[src/rtl/scancode_fifo.sv]
// PS/2 scancode decoder feeding a DEPTH-entry FIFO of {ext, code} make codes.
// Break sequences are discarded; entries are popped with a one-cycle read latency.
module scancode_fifo #(
    parameter int DEPTH  = 8,
    parameter int ADDR_W = 3
) (
    input  logic              clk,
    input  logic              reset,
    input  logic [7:0]        rx_data,
    input  logic              rx_valid,
    input  logic              rd_req,
    output logic [8:0]        rd_data,
    output logic              rd_valid,
    output logic              empty,
    output logic              full,
    output logic [ADDR_W:0]   count,
    output logic              overflow
);

    typedef enum logic [1:0] {
        NORM   = 2'd0,
        EXT    = 2'd1,
        BRK    = 2'd2,
        EXTBRK = 2'd3
    } state_t;

    localparam logic [ADDR_W:0] FULL_COUNT = (ADDR_W + 1)'(DEPTH);

    state_t              state;
    state_t              state_next;
    logic                push_req;
    logic [8:0]          push_data;
    logic                do_push;
    logic                do_pop;
    logic [ADDR_W-1:0]   wr_ptr;
    logic [ADDR_W-1:0]   rd_ptr;
    logic [ADDR_W:0]     count_next;
    logic [8:0]          mem [DEPTH];

    always_comb begin
        // NOTE: every signal driven here gets a default first, so no path can infer a latch.
        state_next = state;
        push_req   = 1'b0;
        push_data  = {1'b0, rx_data};
        if (rx_valid) begin
            case (state)
                NORM: begin
                    if (rx_data == 8'hE0) begin
                        state_next = EXT;
                    end else if (rx_data == 8'hF0) begin
                        state_next = BRK;
                    end else if (rx_data != 8'h00 && rx_data != 8'hFF) begin
                        push_req = 1'b1;
                    end
                end
                EXT: begin
                    if (rx_data == 8'hF0) begin
                        state_next = EXTBRK;
                    end else if (rx_data != 8'hE0) begin
                        push_req   = 1'b1;
                        push_data  = {1'b1, rx_data};
                        state_next = NORM;
                    end
                end
                default: state_next = NORM;
            endcase
        end
    end

    // A full FIFO still accepts a push when a pop frees a slot in the same edge.
    assign do_pop  = rd_req && !empty;
    assign do_push = push_req && (!full || do_pop);

    always_comb begin
        count_next = count;
        case ({do_push, do_pop})
            2'b10:   count_next = count + 1'b1;
            2'b01:   count_next = count - 1'b1;
            default: count_next = count;
        endcase
    end

    // NOTE: the storage array has no reset; stale entries are unreachable until rewritten.
    always_ff @(posedge clk) begin
        if (!reset && do_push) begin
            mem[wr_ptr] <= push_data;
        end
    end

    // NOTE: state registers use non-blocking assignments so every flop samples pre-edge values.
    always_ff @(posedge clk) begin
        if (reset) begin
            state    <= NORM;
            wr_ptr   <= '0;
            rd_ptr   <= '0;
            count    <= '0;
            empty    <= 1'b1;
            full     <= 1'b0;
            overflow <= 1'b0;
            rd_valid <= 1'b0;
            rd_data  <= 9'h000;
        end else begin
            state    <= state_next;
            rd_valid <= do_pop;
            count    <= count_next;
            empty    <= (count_next == '0);
            full     <= (count_next == FULL_COUNT);
            if (do_push) begin
                wr_ptr <= wr_ptr + 1'b1;
            end
            if (do_pop) begin
                rd_data <= mem[rd_ptr];
                rd_ptr  <= rd_ptr + 1'b1;
            end
            if (push_req && full && !do_pop) begin
                overflow <= 1'b1;
            end
        end
    end

endmodule

[config.mk]
export PLATFORM = sky130hd
export DESIGN_NAME = scancode_fifo
export DESIGN_NICKNAME = d
export VERILOG_FILES = /design/src/rtl/scancode_fifo.sv
export SDC_FILE = /design/constraint.sdc
export NUM_CORES = 1
export LEC_CHECK = 0
export ABC_CLOCK_PERIOD_IN_PS = 7090
export BUFFER_PORTS_ARGS = -buffer_cell sky130_fd_sc_hd__buf_2
export CORE_ASPECT_RATIO = 0.6
export CORE_MARGIN = 1
export CORE_UTILIZATION = 64
export DETAILED_ROUTE_END_ITERATION = 12
export PLACE_DENSITY_LB_ADDON = 0.2
export SLEW_MARGIN = 20
export SYNTH_ARGS = -nofsm -noshare
export SYNTH_HDL_FRONTEND = slang
export SYNTH_SLANG_ARGS = --single-unit
[constraint.sdc]
create_clock -name clk -period 7.09 [get_ports clk]
set_input_delay 0.709 -clock clk [delete_from_list [all_inputs] [get_ports clk]]
set_output_delay 0.709 -clock clk [all_outputs]
set_load 0.05 [all_outputs]
# ---- After elaboration in Yosys (flattened, before gate mapping)
# Memories as Yosys holds them, arrays and structs flattened. A register that Yosys moved wholly into a read port is not among the register bits.
# Cells that the tools add are included.
dict set report totals {
  regBits 16
  mem_bits_rw 72
  inputBits 12
  wordCells 57
  memories 1
}
# memory words width rd rd_ports_with_merged_regs wr line
set memory_table {}
lappend memory_table {mem 8 9 1 1 1 38} ;# logic [8:0] mem [DEPTH];
dict set report classes {
  addsub 4
  eq_ne 10
  muxes 19
  reduce_logical 15
}
# cell n
set op_table {}
lappend op_table {{9-bit 2-to-1 mux} 4}
lappend op_table {{8-bit == test (second input constant)} 2}
lappend op_table {{8-bit != test (second input constant)} 2}
lappend op_table {{1-bit 2-to-1 mux} 8}
lappend op_table {{2-bit 2-to-1 mux} 4}
lappend op_table {{4-bit one-hot mux with 2 select lines} 1}
lappend op_table {{8-bit nonzero test} 1}
lappend op_table {{3-bit by 1-bit adder with 3-bit output (second input constant)} 2}
lappend op_table {{1-bit logical AND} 6}
lappend op_table {{3-bit != test (second input constant)} 2}
lappend op_table {{4-bit by 1-bit adder with 4-bit output (second input constant)} 1}
lappend op_table {{2-bit by 1-bit == test with 1-bit output (second input constant)} 2}
lappend op_table {{4-bit == test (second input constant)} 1}
lappend op_table {{1-bit zero test} 4}
lappend op_table {{4-bit zero test} 1}
lappend op_table {{2-bit one-hot mux with 2 select lines} 1}
lappend op_table {{4-bit by 1-bit subtractor with 4-bit output (second input constant)} 1}
lappend op_table {{3-bit AND reduction} 1}
lappend op_table {{2-bit == test (second input constant)} 1}
lappend op_table {{2-bit zero test} 1}
lappend op_table {{1-bit one-hot mux with 2 select lines} 1}
lappend op_table {{1-bit logical OR} 1}

# ---- Depth between registers and ports, before layout
# Gate-level depths: netlist of run 1.
dict set report depth {
  word_depth 11
  depth_mapped 13
  ltp_nobuf 12
}

# ---- Worst setup path before layout of run 1
# OpenSTA, ideal clock, no wires.
dict set report synth_timing {
  kind {in2reg}
  from {in rx_data[4]}
  to {reg empty}
  setup_ps 115
  arrival_time_ps 2834
  required_time_ps 6975
  path_slack_ps 4140
  cell_stages 11
  path_buffers 1
  cell_sequence {or4_4 > o21bai_4 > a21oi_2 > buf_6 > inv_2 > ha_1 > inv_1 > fa_1 > nor2b_1 > a31o_1 > a31o_1}
}
dict set report synth_via {
  elab_chain_len 11
}
# element line
set synth_rtl {}
lappend synth_rtl {{start: declaration} 9} ;# input logic [7:0] rx_data,
lappend synth_rtl {{8-bit != test / 8-bit nonzero test (equally long branches)} 52} ;# end else if (rx_data != 8'h00 && rx_data != 8'hFF) begin
lappend synth_rtl {{1-bit logical AND} 52}
lappend synth_rtl {{1-bit 2-to-1 mux} 52}
lappend synth_rtl {{1-bit 2-to-1 mux} 50} ;# end else if (rx_data == 8'hF0) begin
lappend synth_rtl {{1-bit 2-to-1 mux} 48} ;# if (rx_data == 8'hE0) begin
lappend synth_rtl {{1-bit one-hot mux with 2 select lines (*)} 46} ;# case (state)
lappend synth_rtl {{1-bit 2-to-1 mux (*)} 45} ;# if (rx_valid) begin
lappend synth_rtl {{1-bit logical AND (*)} 72} ;# assign do_push = push_req && (!full || do_pop);
lappend synth_rtl {{2-bit by 1-bit == test with 1-bit output / 2-bit == test (equally long branches)} 76} ;# case ({do_push, do_pop})
lappend synth_rtl {{4-bit one-hot mux with 2 select lines (*)} 76}
lappend synth_rtl {{4-bit zero test (*)} 106} ;# empty <= (count_next == '0);
lappend synth_rtl {{end signal: assignment} 106}
lappend synth_rtl {{end: declaration} 14} ;# output logic empty,
# Every way passes the cells marked *; elsewhere a longest branch is shown, timed or not.
# A chain may end at the register's enable or synchronous reset.

# ---- Final worst setup path of run 1
# Ends and elaborated chain as after synthesis.

==> results of run 1 <==
## worst min-delay path, stage by stage, from the launching register on
cell and delay (ps):
dfxtp_1 320, nor2_1 90, a211oi_1 50
## sequential cells by signal, summed over array words and instances, names as in the netlist
register	count
rd_valid	1
overflow	1
rd_data	9
full	1
rd_ptr	3
empty	1
mem	72
wr_ptr	3
count	4
state	2
## through the flow
| step | setup WS, ps | hold slack (ps) | util | power, mW |
|---|---|---|---|---|
| 6_report | 4080 | 501 | 0.746 | 1.18 |
| 5_1_grt | 3800 | 528 | 0.746 | 1.23 |
| 4_1_cts | 4080 | 503 | 0.746 | 1.19 |
| 3_5_place_dp | 3700 | 489 | 0.718 | 0.892 |
| 3_3_place_gp | 3820 | 451 | 0.718 | 0.886 |
| 2_1_floorplan | 4140 | 459 | - | 0.843 |
## routing by layer
layer  global-route usage  vias to the layer above  part of all wire
met5                    0                        -                 0
met4               0.0563                        0             0.013
met3               0.0906                        8             0.080
met2                0.377                       69              0.47
met1                0.358                     1041              0.44
li1                     -                      985                 -
## logic make-up after synthesis
family	after synthesis
buffers and inverters	21
AO/OA/AOI/OAI	29
XOR/XNOR	4
flip-flops	97
multiplexers	30
AND/OR/NAND/NOR	53
adder cells (fa/ha/maj)	6
## cell usage after synthesis, types with 2 or more instances
cell type	count
a211oi_1	10
a21oi_1	8
a31o_1	2
and3_1	4
and3b_1	2
and4_1	2
and4b_1	2
buf_2	2
buf_4	2
buf_6	2
clkbuf_1	6
dfxtp_1	25
edfxtp_1	72
ha_1	5
inv_1	7
inv_2	2
mux2i_1	11
mux4_2	18
nand2_1	4
nand2b_1	6
nand3_1	3
nor2_1	19
nor2b_1	4
xor2_1	3
## power groups by stage
stage               registers, mW  clock network (mW)  logic [mW]
CTS                         0.655               0.310       0.224
finish                      0.656               0.304       0.223
global route                0.660               0.333       0.242
floorplan                   0.721                   0       0.123
detailed placement          0.668                   0       0.224
global placement            0.667                   0       0.219
## final cells by class
cell class,instances,share of cell area
Clock inverter,5,0.00786
Multi-Input combinational cell,122,0.274
Timing Repair Buffer,30,0.0361
Clock buffer,11,0.0306
Tap cell,80,0.0233
Inverter,9,0.00786
Sequential cell,97,0.620
## how the worst max path moves through the flow
stage               start  endpoint  slack (ps)  cells after the start
3_5_place_dp   rx_data[6]     empty        3700                     11
6_report       rx_data[4]     empty        4080                     11
4_1_cts        rx_data[4]     empty        4080                     11
5_1_grt        rx_data[1]      full        3800                     12
2_1_floorplan  rx_data[4]     empty        4140                     11
3_3_place_gp   rx_data[6]     empty        3820                     11
==> results.ini, run 1 <==
[worst_setup_path]
critical-path-max-stage-delay_ps = 420
r2r_start = empty
critPathBufInv = 2
crit_arrival_ps = 3260
crit_chain = buf_2, and4b_1, a41o_1, a21oi_2, inv_2, ha_1, ha_1, a21oi_1, a211o_1, a21o_1, a31o_1
end_kind = flop
cp-start-kind = primary input
path_class = in -> reg
cp.required_ps = 7340
crit_top_cell = ha_1
worst_r2r_path_depth = 11
cp_slowest_cell = a21oi_2
cp_max_fo = 12
r2r-end = empty
crit_family = compound AO/OA/AOI/OAI gates
r2r_setup_slack_ps = 4140

[yosys]
yosysWarnings = 0
synth_top_area_cell = edfxtp_1
synthMuxAreaShare = 0.134
synth.area.top_cells = edfxtp_1 (55%), dfxtp_1 (13%), mux4_2 (10%)
synthesis.area_um2 = 3950
synth_compound_gate_area_share = 0.0565
synth-edff-count = 72
synth_top_family_by_area = multiplexers
synth_simple_gate_area_frac = 0.0780
synth_area_per_cell_um2 = 16.4
synth_top_area_share = 0.548
yosys_most_used_dff = edfxtp_1
ys_seq_area_frac = 0.675
synthXorXnorAreaFrac = 0.00888
synth_fa_ha_area_frac = 0.0209
synthesis.nets = 258
ys_types = 43
ys_async_sr_fraction = 0
synth_seq_cells = 97
syn_inst = 240

[place]
dpl.hpwl_um = 4740
gp_congestion = 0.756
place_area_um2 = 4130
dp_cells = 338
io_buffer_count = 28

[die]
pin_count = 29
die_w_um = 103
rows = 21
dieArea_um2 = 6490
die_h_um = 62.8
coreArea_um2 = 5750
start_util = 0.686

[power]
switchingPower_mw = 0.341
p_leak_nw = 1.47
internal_power_mw = 0.841
p_comb_frac = 0.188
switching_share = 0.289
ir_drop_mv = 0.172
power_density_nw_per_um2 = 275
power_frac_clock = 0.257
p_seq_frac = 0.554

[clocking]
root_buffer = clkbuf_8
cts_tree = yes
cts_resized = 0
clk_pin_slew_worst_paths_ps = 80
cts_setup_buffers = 0
cts_buffers = 9
h-tree-depth = 3
clk_latency_ps = 350
hold_buffers = 0
clock_sinks = 97
cts_max_path_buffers = 2

[timing]
skew_ps = 5.77
finalSetupTns_ps = 0
hold_violations = 0
finalMaxSlewViolations = 0
slew_headroom = 0.362
max_freq_ghz = 0.332
rsz0062_at_grt = no
finalSetupViolations = 0
fin_crit_ps = 3010
tightest_slew_ps = 956
timing.final.crit_share = 0.424

[min_path]
holdCritPathClass = reg -> reg
hp-start = rd_data[4]
hold_path_depth = 2
hold_end = rd_data[4]

[global_routing]
grt_max_degree = 30
grt_pass1_vias = 2115
antenna_found_initial = 0
grt_pass1_wl_um = 11200
overflow = 0
grt_usage = 0.252

[finish]
diodes = 0
fin_cells = 354
final_cell_mix = edfxtp_1 (72), buf_2 (28), dfxtp_1 (25), nor2_1 (19), mux4_2 (18)
multiInputGateArea_um2 = 1180
area_growth_pct = 8.88
seqCellArea_um2 = 2660
fill_cells = 367
drive_above_1_share = 0.255
fin_nets = 287
final_common_cell = edfxtp_1
fin_area_um2 = 4300

[run_status]
status = completed

[route]
wl_um = 7080
drt_iter0_drc = 155
firstDrtPassIters = 4
num_vias = 2103
viasPerCell = 5.94
ant_nets = 0
post-route-drc-count = 0
wl_per_cell_um = 20.0

[run]
cap_viol_max_count = 0

No activity file was read; power rests on OpenSTA's default activity.
==> run 2, diff against run 1 <==
- ABC_CLOCK_PERIOD_IN_PS: 7090 -> 2600
- CORE_UTILIZATION: 64 -> 53
- clock period: 7.09 -> 2.6 ns (I/O delays scaled with it)
==> run 2 against run 1 <==
Hold slack got worse by 350 ps. Critical path type is now reg -> reg. Register-to-register slack worse by 4000 ps. Final cell count up 12%. Design area increased by 8.7%. Largest cell class unchanged. Utilization fell by 7.4 points. Clock power grew to 4.7 times the previous value. Critical path depth decreased by 1. Total power grew to 3.3 times the previous value.
==> results.ini, run 2 (synthesis gave the netlist of run 1 again) <==
[run_status]
status = completed  ; unchanged

[finish]
fin_nets = 309  ; was 287
fin_cells = 396  ; was 354
fin_util = 0.673  ; was 0.746
fill_cells = 479  ; was 367
largest_reg_flops = 72  ; unchanged
diodes = 0  ; unchanged
final_common_cell = edfxtp_1  ; unchanged
final_cell_mix = edfxtp_1 (72), buf_2 (28), dfxtp_1 (24), buf_4 (24), nor2_1 (19)  ; was edfxtp_1 (72), buf_2 (28), dfxtp_1 (25), nor2_1 (19), mux4_2 (18)
top_register = mem  ; unchanged
reg.largest.list = mem (72), rd_data (9), count (4)  ; unchanged
area_growth_pct = 18.3  ; was 8.88%
drive_above_1_share = 0.328  ; was 0.255

[route]
firstDrtPassIters = 5  ; was 4
wl_um = 7480  ; was 7080 µm
drt_iter0_drc = 172  ; was 155
ant_nets = 0  ; unchanged
wl_per_cell_um = 18.9  ; was 20.0 µm
post-route-drc-count = 0  ; unchanged
viasPerCell = 5.46  ; was 5.94
num_vias = 2161  ; was 2,103

[place]
gp_congestion = 0.807  ; was 0.756
dpl.hpwl_um = 5010  ; was 4740 µm
dp_cells = 380  ; was 338
io_buffer_count = 28  ; unchanged
post-place-ws_ps = -82.6  ; was 3700 ps

[global_routing]
grt_max_degree = 30  ; unchanged
grt_pass1_vias = 2103  ; was 2,115
grt_pass1_wl_um = 11500  ; was 11,200 µm
antenna_found_initial = 0  ; unchanged
grt_usage = 0.217  ; was 0.252
overflow = 0  ; unchanged

[timing]
max_freq_ghz = 0.413
slew_headroom = 0.519  ; was 0.362
finalSetupViolations = 0  ; unchanged
finalMaxSlewViolations = 0  ; unchanged
fin_ws_ps = 181  ; was 4080 ps
tightest_slew_ps = 720  ; was 956 ps
skew_ps = 3.67  ; was 5.77 ps
timing.final.crit_share = 0.931
whs_ps = 150  ; was 501 ps
rsz0062_at_grt = no  ; unchanged
hold_violations = 0  ; unchanged
fin_crit_ps = 2420

[worst_setup_path]
r2r_setup_slack_ps = 180  ; was 4140 ps
startpoint = state[0]  ; was rx_data[4]
cp.depth = 10  ; was 11
crit_arrival_ps = 2650  ; was 3260 ps
r2r-end = empty  ; unchanged
path_class = reg -> reg  ; was in -> reg
cp_max_fo = 4  ; was 12
cp_slowest_cell = dfxtp_1  ; was a21oi_2
cp-start-kind = flop  ; was primary input
worst_r2r_path_depth = 10  ; was 11
end_kind = flop  ; unchanged
crit_family = compound AO/OA/AOI/OAI gates  ; unchanged
critical-path-max-stage-delay_ps = 330  ; was 420 ps
critPathBufInv = 1  ; was 2
endpoint = empty  ; unchanged
crit_chain = and4b_1, a41o_1, a21oi_2, inv_2, ha_2, ha_4, a21oi_1, a211o_1, a21o_1, a31o_1  ; was buf_2, and4b_1, a41o_1, a21oi_2, inv_2, ha_1, ha_1, a21oi_1, a211o_1, a21o_1, a31o_1
r2r_start = state[0]  ; was empty
cp.required_ps = 2830  ; was 7340 ps

[die]
die_w_um = 113  ; was 103 µm
pin_count = 29  ; unchanged
rows = 23  ; was 21
coreArea_um2 = 6940  ; was 5750 µm²
dieArea_um2 = 7800  ; was 6490 µm²
start_util = 0.569  ; was 0.686
die_h_um = 68.8  ; was 62.8 µm

[clocking]
cts_tree = yes  ; unchanged
cts_buffers = 9  ; unchanged
clock_sinks = 97  ; unchanged
hold_buffers = 0  ; unchanged
h-tree-depth = 3  ; unchanged
cts_max_path_buffers = 2  ; unchanged
clk_latency_ps = 340  ; was 350 ps
clk_pin_slew_worst_paths_ps = 60  ; was 80 ps
root_buffer = clkbuf_16  ; was clkbuf_8

[power]
ir_drop_mv = 0.583  ; was 0.172 mV
power_mw = 3.86  ; was 1.18 mW
power_density_nw_per_um2 = 828  ; was 275 nW/µm²
p_leak_nw = 1.67  ; was 1.47 nW

[min_path]
holdCritPathClass = in -> reg  ; was reg -> reg
hp-start = rx_data[5]  ; was rd_data[4]

[run]
cap_viol_max_count = 0  ; unchanged

[run 2: final cells by class]
| cell class | count | area [µm²] | area share |
|---|---|---|---|
| inverter | 9 | 33.8 | 0.00724 |
| clock buffer | 12 | 256 | 0.0550 |
| sequential | 97 | 2660 | 0.571 |
| timing repair buffer | 52 | 320 | 0.0686 |
| multi-input combinational | 122 | 1190 | 0.256 |
| clock inverter | 4 | 73.8 | 0.0158 |
| tap | 100 | 125 | 0.0268 |
[run 2: worst min-delay path by stage]
stage | end | depth (start not counted) | slack, ps
after floorplan | mem[0][0] | 0 | 360
after global placement | overflow | 1 | 460
after detailed placement | overflow | 1 | 470
after CTS | mem[2][5] | 1 | 140
after global routing | mem[2][5] | 1 | 160
final | mem[2][5] | 1 | 150
[run 2: what timing repair did]
action / in CTS / in global routing
endpoints found under the setup margin: 0 / 1
hold endpoints to repair: 0 / 0
setup buffers: 0 / 0
gates resized for setup: 0 / 1
[run 2: layer usage]
metal / wire, µm / part of all wire / vias up / track usage
li1: - / - / 1038 / -
met1: 3520 / 0.47 / 1057 / 0.295
met2: 3460 / 0.46 / 55 / 0.339
met3: 412 / 0.055 / 11 / 0.0559
met4: 85 / 0.011 / 0 / 0.0888
met5: 0 / 0 / - / 0
[run 2: power by group]
part,leakage (nW),internal [mW],switching [mW]
Combinational,0.656,0.246,0.412
Sequential,0.854,1.73,0.0453
Clock,0.163,0.896,0.528
Total,1.67,2.88,0.985
[run 2: through the flow]
stage | setup TNS (ps) | area [µm²]
floorplan | 0 | 3960
global placement | 0 | 4330
detailed placement | -117 | 4330
CTS | 0 | 4660
global route | 0 | 4670
finish | 0 | 4670
==> run 3, diff against run 2 <==
- PLACE_DENSITY: default -> 0.83
- PLACE_DENSITY_LB_ADDON: 0.2 -> default
==> run 3 against run 2 <==
Register-to-register slack got worse by 80 ps. Total power fell by 6.6%. Via count fell by 1.1%. Maximum frequency fell by 3.3%. Non-clock buffer count fell by 9. Die area did not move. Utilization fell by 1.9 points. Critical path type unchanged. Critical endpoint unchanged.
==> results.ini, run 3 (synthesis gave the netlist of run 1 again) <==
[run_status]
status = completed  ; unchanged

[die]
rows = 23  ; unchanged
die_h_um = 68.8  ; unchanged
start_util = 0.569  ; unchanged
pin_count = 29  ; unchanged
dieArea_um2 = 7800  ; unchanged
coreArea_um2 = 6940  ; unchanged
die_w_um = 113  ; unchanged

[place]
place_area_um2 = 4270  ; was 4330 µm²
io_buffer_count = 28  ; unchanged
dpl.hpwl_um = 4760  ; was 5010 µm
dp_cells = 371  ; was 380
gp_congestion = 0.809  ; was 0.807
post-place-ws_ps = -46.9  ; was -82.6 ps

[global_routing]
grt_max_degree = 30  ; unchanged
grt_pass1_wl_um = 11400  ; was 11,500 µm
overflow = 0  ; unchanged
antenna_found_initial = 0  ; unchanged
grt_usage = 0.214  ; was 0.217
grt_pass1_vias = 2095  ; was 2,103

[route]
ant_nets = 0  ; unchanged
top_layer_used = met4  ; unchanged
wl_per_cell_um = 18.3  ; was 18.9 µm
wl_um = 7090  ; was 7480 µm
drt_iter0_drc = 94  ; was 172
wl_met1_um = 3360  ; was 3520 µm
dr_wl_met3_um = 475  ; was 412 µm
viasPerCell = 5.52  ; was 5.46
route.met2.wl_um = 3190  ; was 3460 µm
num_vias = 2137  ; was 2,161
post-route-drc-count = 0  ; unchanged
firstDrtPassIters = 5  ; unchanged

[finish]
fin_cells = 387  ; was 396
diodes = 0  ; unchanged
final_common_cell = edfxtp_1  ; unchanged
drive_above_1_share = 0.300  ; was 0.328
top_register = mem  ; unchanged
fill_cells = 474  ; was 479
largest_reg_flops = 72  ; unchanged
area_growth_pct = 14.9  ; was 18.3%
fin_area_um2 = 4530  ; was 4670 µm²
final_cell_mix = edfxtp_1 (72), buf_2 (28), dfxtp_1 (24), nor2_1 (19), mux4_2 (18)  ; was edfxtp_1 (72), buf_2 (28), dfxtp_1 (24), buf_4 (24), nor2_1 (19)
fin_nets = 300  ; was 309
reg.largest.list = mem (72), rd_data (9), count (4)  ; unchanged

[timing]
max_freq_ghz = 0.400  ; was 0.413 GHz
fin_ws_ps = 97.0  ; was 181 ps
tightest_slew_ps = 773  ; was 720 ps
fin_crit_ps = 2500  ; was 2420 ps
slew_headroom = 0.484  ; was 0.519
hold_violations = 0  ; unchanged
skew_ps = 8.28  ; was 3.67 ps
finalSetupViolations = 0  ; unchanged
timing.final.crit_share = 0.963  ; was 0.931
finalMaxSlewViolations = 0  ; unchanged
rsz0062_at_grt = no  ; unchanged

[power]
power_density_nw_per_um2 = 796  ; was 828 nW/µm²
p_leak_nw = 1.60  ; was 1.67 nW
ir_drop_mv = 0.467  ; was 0.583 mV

[clocking]
cts_max_path_buffers = 2  ; unchanged
clk_latency_ps = 350  ; was 340 ps
h-tree-depth = 3  ; unchanged
cts_resized = 0  ; unchanged
cts_buffers = 9  ; unchanged
cts_setup_buffers = 0  ; unchanged
root_buffer = clkbuf_16  ; unchanged
hold_buffers = 0  ; unchanged
cts_tree = yes  ; unchanged
clk_pin_slew_worst_paths_ps = 70  ; was 60 ps
clock_sinks = 97  ; unchanged

[run]
cap_viol_max_count = 0  ; unchanged

[worst_setup_path]
cp.required_ps = 2830  ; about the same
cp-start-kind = flop  ; unchanged
cp_max_fo = 4  ; unchanged
path_class = reg -> reg  ; unchanged
end_kind = flop  ; unchanged
crit_arrival_ps = 2740  ; was 2650 ps

[min_path]
holdCritPathClass = in -> reg  ; unchanged

run 3: where the power goes:
part	switching, mW	internal [mW]	leakage, nW
clock	0.538	0.643	0.134
sequential	0.0538	1.73	0.854
combinational	0.403	0.237	0.612
total	0.994	2.61	1.60
run 3: critical path, stage by stage, from the launching register on:
cell and delay [ps]:
dfxtp_1 330, and4b_1 200, a41o_1 270, a21oi_2 170, inv_2 40, ha_1 270, ha_4 310, a21oi_1 80
a211o_1 310, a21o_1 180, a31o_1 220
run 3: final timing paths:
kind,startpoint,to,slack (ps),depth (start not counted)
worst max-delay path,state[0],empty,100,10
worst min-delay path,rx_data[5],mem[0][5],220,1
worst max register to register,state[0],empty,100,10
worst min register to register,overflow,overflow,470,1
run 3: routing by layer:
| layer | GRT usage | up-vias |
|---|---|---|
| met5 | 0 | - |
| met4 | 0.0493 | 0 |
| met3 | 0.0787 | 6 |
| met2 | 0.335 | 56 |
| met1 | 0.291 | 1063 |
| li1 | - | 1012 |
run 3: through the flow:
step / hold WS (ps) / setup TNS, ps / total power, mW / util
after global placement: 455 / 0 / 2.44 / 0.615
after detailed placement: 461 / -86.6 / 2.46 / 0.615
after global routing: 233 / 0 / 3.76 / 0.653
final: 220 / 0 / 3.61 / 0.653
after floorplan: 359 / 0 / 2.31 / -
after CTS: 217 / 0 / 3.64 / 0.653
run 3: final cells by class:
cell class | count | area (µm²) | share of cell area
well taps | 100 | 125 | 0.0276
clock buffers | 10 | 229 | 0.0505
clock inverters | 6 | 36.3 | 0.00801
flip-flops and latches | 97 | 2660 | 0.588
repair buffers | 43 | 253 | 0.0558
inverters | 9 | 33.8 | 0.00745
multi-input cells | 122 | 1190 | 0.263
